## src/rtl/key_debounce_arbiter.sv

```systemverilog
// Key front end for the vending-machine controller.
// Each raw button or coin switch is synchronised and then debounced. Every accepted
// press becomes a single-cycle pulse. A fixed-priority arbiter serialises the pulses
// so that at most one key event reaches the control FSM on any clock.
// Channel map: 0 Goods, 1 Confirm, 2 Change, 3 Cancel, 4 one, 5 five, 6 ten,
// 7 twenty, 8 fifty.

module key_debounce_arbiter #(
  parameter int unsigned N_KEYS          = 9,
  parameter int unsigned DEBOUNCE_CYCLES = 2_000_000,
  parameter int unsigned CNT_W           = $clog2(DEBOUNCE_CYCLES + 1)
) (
  input  logic              sys_clk,
  input  logic              sys_rst,
  input  logic [N_KEYS-1:0] key_raw,
  output logic [N_KEYS-1:0] key_pulse,
  output logic [N_KEYS-1:0] key_level,
  output logic              key_overrun
);

  typedef enum logic [2:0] {
    StInit,
    StIdle,
    StPressWait,
    StPressed,
    StReleaseWait
  } key_state_e;

  localparam logic [CNT_W-1:0] CntMax = CNT_W'(DEBOUNCE_CYCLES);
  localparam logic [CNT_W-1:0] CntOne = CNT_W'(1);

  // Two-stage synchroniser; sync2_q is the clean sample seen by the debouncers.
  logic [N_KEYS-1:0] sync1_q, sync1_d;
  logic [N_KEYS-1:0] sync2_q, sync2_d;

  // Per-channel debounce state and stability counter.
  key_state_e        state_q [N_KEYS];
  key_state_e        state_d [N_KEYS];
  logic [CNT_W-1:0]  cnt_q   [N_KEYS];
  logic [CNT_W-1:0]  cnt_d   [N_KEYS];
  logic [N_KEYS-1:0] level_q, level_d;
  logic [N_KEYS-1:0] accept;

  // Arbiter state: presses that have been accepted but not yet forwarded.
  logic [N_KEYS-1:0] pending_q, pending_d;
  logic [N_KEYS-1:0] serve;
  logic [N_KEYS-1:0] pulse_q, pulse_d;
  logic              overrun_q, overrun_d;

  // Synchroniser next state.
  always_comb begin
    sync1_d = key_raw;
    sync2_d = sync1_q;
  end

  // Debounce next state for every channel. The counter saturates at CntMax: once the
  // limit is reached, the next sample either commits the level or restarts the count.
  always_comb begin
    for (int i = 0; i < N_KEYS; i++) begin
      state_d[i] = state_q[i];
      cnt_d[i]   = cnt_q[i];
      level_d[i] = level_q[i];
      accept[i]  = 1'b0;
      unique case (state_q[i])
        // A key held through reset must be seen released and stable before it arms.
        StInit: begin
          if (sync2_q[i]) begin
            cnt_d[i] = '0;
          end else if (cnt_q[i] >= CntMax) begin
            state_d[i] = StIdle;
            cnt_d[i]   = '0;
          end else begin
            cnt_d[i] = cnt_q[i] + CntOne;
          end
        end
        StIdle: begin
          if (sync2_q[i]) begin
            state_d[i] = StPressWait;
            cnt_d[i]   = CntOne;
          end
        end
        StPressWait: begin
          if (!sync2_q[i]) begin
            state_d[i] = StIdle;
            cnt_d[i]   = '0;
          end else if (cnt_q[i] >= CntMax) begin
            state_d[i] = StPressed;
            cnt_d[i]   = '0;
            level_d[i] = 1'b1;
            accept[i]  = 1'b1;
          end else begin
            cnt_d[i] = cnt_q[i] + CntOne;
          end
        end
        StPressed: begin
          if (!sync2_q[i]) begin
            state_d[i] = StReleaseWait;
            cnt_d[i]   = CntOne;
          end
        end
        // A release produces no pulse; only the debounced level falls.
        StReleaseWait: begin
          if (sync2_q[i]) begin
            state_d[i] = StPressed;
            cnt_d[i]   = '0;
          end else if (cnt_q[i] >= CntMax) begin
            state_d[i] = StIdle;
            cnt_d[i]   = '0;
            level_d[i] = 1'b0;
          end else begin
            cnt_d[i] = cnt_q[i] + CntOne;
          end
        end
        default: begin
          state_d[i] = StInit;
          cnt_d[i]   = '0;
          level_d[i] = 1'b0;
        end
      endcase
    end
  end

  // Fixed-priority arbiter: forward the lowest pending press. A fresh accept on the
  // channel being served is kept as a new press; an accept on a channel that is
  // still waiting merges into it and is flagged as an overrun.
  always_comb begin
    serve     = pending_q & (~pending_q + N_KEYS'(1));
    pending_d = (pending_q & ~serve) | accept;
    overrun_d = |(accept & pending_q & ~serve);
    pulse_d   = serve;
  end

  // State registers with synchronous active-high reset.
  always_ff @(posedge sys_clk) begin
    if (sys_rst) begin
      sync1_q   <= '0;
      sync2_q   <= '0;
      level_q   <= '0;
      pending_q <= '0;
      pulse_q   <= '0;
      overrun_q <= 1'b0;
      for (int i = 0; i < N_KEYS; i++) begin
        state_q[i] <= StInit;
        cnt_q[i]   <= '0;
      end
    end else begin
      sync1_q   <= sync1_d;
      sync2_q   <= sync2_d;
      level_q   <= level_d;
      pending_q <= pending_d;
      pulse_q   <= pulse_d;
      overrun_q <= overrun_d;
      for (int i = 0; i < N_KEYS; i++) begin
        state_q[i] <= state_d[i];
        cnt_q[i]   <= cnt_d[i];
      end
    end
  end

  assign key_pulse   = pulse_q;
  assign key_level   = level_q;
  assign key_overrun = overrun_q;

endmodule

```

## config.mk

```make
export PLATFORM = sky130hd
export DESIGN_NAME = key_debounce_arbiter
export DESIGN_NICKNAME = d
export VERILOG_FILES = /design/src/rtl/key_debounce_arbiter.sv
export SDC_FILE = /design/constraint.sdc
export NUM_CORES = 1
export LEC_CHECK = 0
export BUFFER_PORTS_ARGS = -buffer_cell sky130_fd_sc_hd__buf_2
export CAP_MARGIN = 20
export CORE_UTILIZATION = 50
export DETAILED_ROUTE_END_ITERATION = 10
export PLACE_DENSITY = 0.68
export SETUP_SLACK_MARGIN = 0.4
export SLEW_MARGIN = 30
export SYNTH_ARGS = -nofsm -noshare
export SYNTH_HDL_FRONTEND = slang
export SYNTH_SLANG_ARGS = --single-unit
```

## constraint.sdc

```tcl
create_clock -name sys_clk -period 3.1 [get_ports sys_clk]
set_clock_uncertainty 0.2 [all_clocks]
set_input_delay 0.155 -clock sys_clk [delete_from_list [all_inputs] [get_ports sys_clk]]
set_output_delay 0.155 -clock sys_clk [all_outputs]
set_load 0.005 [all_outputs]
```

==> impl_metrics.yaml <==
floorplan:
  core_um2: 25200
  start_util_pct: 50.8
  pin_count: 30
  die_area_um2: 26200
  num_rows: 58
  die_x_um: 162
  die_h_um: 162
placed_design:
  post-dp-hpwl_um: 17500
  gp_congestion: 0.816
  dpl_worst_slack_ns: 0.679
  dp_cells: 1829
  port_buffers: 29
run:
  cap_viol_max_count: 0
setup_path:
  required_ns: 3.33
  cp.arrival_ns: 2.67
  critPathMaxFanout: 20
  crit_path_cell_trace: "o31ai_1 -> nand3_1 -> buf_4 -> nand2_1 -> nand4_1 -> a22oi_1"
  crit_slowest_cell: "nand4_1"
  end_kind: "flop"
  crit_type: "reg -> reg"
  critPathBufInv: 1
  critPathMaxStageDelay_ns: 0.70
  setup.worst_path.start_class: "flop"
  crit_family: "simple AND/OR/NAND/NOR gates"
global_routing:
  grt.total_usage_pct: 20.1
  grt_pass1_wl_um: 45300
  grt_max_degree: 43
  first_global_vias: 9719
  grt-ovfl-total: 0
  antenna_found_initial: 0
routing:
  num_vias: 10559
  ant_nets: 0
  drtIter0Drc: 576
  routed_wl_um: 26300
  dr.pass1.iters: 5
  viasPerCell: 5.58
  drcViolationCount: 0
  wl_per_cell_um: 13.9
layout:
  nNetsFinal: 1570
  area_growth_pct: 11.5
  drive_gt1_share_pct: 7.30
  diodes: 0
  stdcell_count: 1892
power_and_ir_drop:
  p_per_area_nw_per_um2: 517
  ir_drop_mv: 0.429
  p_leak_nw: 4.99
synth:
  synth_flop_cell: "dfxtp_1"
  syn_area_per_cell_um2: 8.34
  syn_area_um2: 12800
  ys_seq_elements: 262
  async_reset_ff_share_pct: 0
  yosys_warnings: 0
  synth_edf_count: 0
  syn-num-nets: 1564
  ys_types: 73
  yosysSeqAreaShare_pct: 41.0
  syn_inst: 1535
sta:
  slew_viol_final: 0
  period_minus_slack_ns: 2.44
  tns_ns: 0
  fmax_mhz: 410
  setup_viol: 0
  tightest_slew_ns: 0.839
  final_hold_viol_count: 0
  slew_headroom_pct: 43.9
  rsz0062_at_grt: "false"
  worst_slack_ns: 0.662
  finalCritPeriodShare_pct: 78.7
clock_network:
  hold_buffers: 12
  clk_path_buf_depth: 3
  h-tree-depth: 1
  cts_resized: 0
  cts_tree: "built"
  cts_sinks: 262
  insertion_delay_ns: 0.53
  cts_made_buffers: 28
  clk_pin_slew_ns: 0.06
  cts_setup_buffers: 0
  root_buffer: "clkbuf_16"
outcome:
  outcome: "completed"
min_path:
  hp-class: "in -> reg"
-- cell usage after synthesis, drive strengths merged (6+ instances only) --
master,instances,area share [%]
dfxtp,262,41
nor2,167,4.9
a21oi,145,5.7
nand2,108,3.2
xor2,87,6.0
xnor2,82,5.6
nand3,75,2.9
nor3,57,2.3
inv,54,1.6
clkbuf,50,1.5
o21ai,49,1.9
nand4,45,2.2
nor2b,43,2.1
and3,29,1.4
buf,25,1.0
and4,24,1.6
a211oi,18,1.1
ha,18,1.8
a31oi,16,0.78
and2,14,0.68
o31ai,13,0.76
o211ai,12,0.74
a22oi,11,0.65
nor4,11,0.54
a32oi,8,0.55
nand2b,8,0.39
nor4b,8,0.55
o2111ai,7,0.53
nand3b,6,0.35
o21a,6,0.35
or3,6,0.29
-- cells by family after synthesis --
logic type,share of synthesized area [%]
and+or+nand+nor,25.1
xor gates and xnor gates,11.6
buffers and inverters,4.08
AOI/OAI and AO/OA,16.5
adders and majority gates,1.84
DFF,41.0
-- metal layers --
metal	global-route usage (%)	up-vias	share of wire [%]
met2	33.0	142	46
met4	6.17	0	2.4
li1	-	5440	-
met5	0	-	0
met3	3.09	41	3.3
met1	27.2	4936	49
-- final timing paths --
kind / startpoint / end / slack (ns) / depth (start not counted)
min: key_raw[5] / sync1_q[5]$_SDFF_PP0_ / 0.17 / 3
max: cnt_q[0][112]$_SDFFE_PP0P_ / cnt_q[0][116]$_SDFFE_PP0P_ / 0.66 / 6
max reg2reg: cnt_q[0][112]$_SDFFE_PP0P_ / cnt_q[0][116]$_SDFFE_PP0P_ / 0.66 / 6
min reg2reg: sync1_q[4]$_SDFF_PP0_ / sync2_q[4]$_SDFF_PP0_ / 0.23 / 1
-- worst min-delay path, stage by stage --
cell           delay, ns
dlygate4sd3_1       0.51
buf_2               0.09
nor2b_1             0.10
-- sequential cells by signal, indices dropped and copies added (netlist names) --
register     count
pending_q        9
key_pulse        9
cnt_q          189
sync2_q          9
state_q         27
key_overrun      1
key_level        9
sync1_q          9
-- layout make-up --
class                      count  area, um2
clock buffer                  37        796
clock inverter                14        225
fill                        2253      10900
inverter                      54        203
multi-input combinational   1144       7040
sequential                   262       5250
tap                          330        413
timing repair buffer          51        343
-- stage by stage --
stage	hold slack [ns]	total power, W	util (%)	cell area [um2]
2_1_floorplan	0.0832	0.00375	-	12800
6_report	0.165	0.00738	56.7	14300
5_1_grt	0.153	0.00768	56.7	14300
3_3_place_gp	0.167	0.00381	52.1	13100
3_5_place_dp	0.169	0.00381	52.1	13100
4_1_cts	0.142	0.00748	56.6	14300
-- power by group --
part / internal (W) / total [W] / switching, W
Sequential: 0.00342 / 0.00347 / 0.0000540
Clock: 0.00229 / 0.00363 / 0.00133
Combinational: 0.000104 / 0.000281 / 0.000177
Total: 0.00581 / 0.00738 / 0.00156
-- cells in the final DEF (no fill, tap or decap), types with 10 or more instances in the layout --
cell and n:
a211oi_1 16, a21oi_1 144, a22oi_1 11, a31oi_1 16
and2_1 14, and3_1 29, and4_1 24, buf_2 28
buf_4 11, clkbuf_16 29, dfxtp_1 262, dlygate4sd3_1 12
ha_1 18, inv_1 54, nand2_1 108, nand3_1 75
nand4_1 45, nor2_1 167, nor2b_1 43, nor3_1 56
nor4_1 10, o211ai_1 11, o21ai_0 45, o31ai_1 13
xnor2_1 82, xor2_1 87
Power figures use the tool's default switching activity.
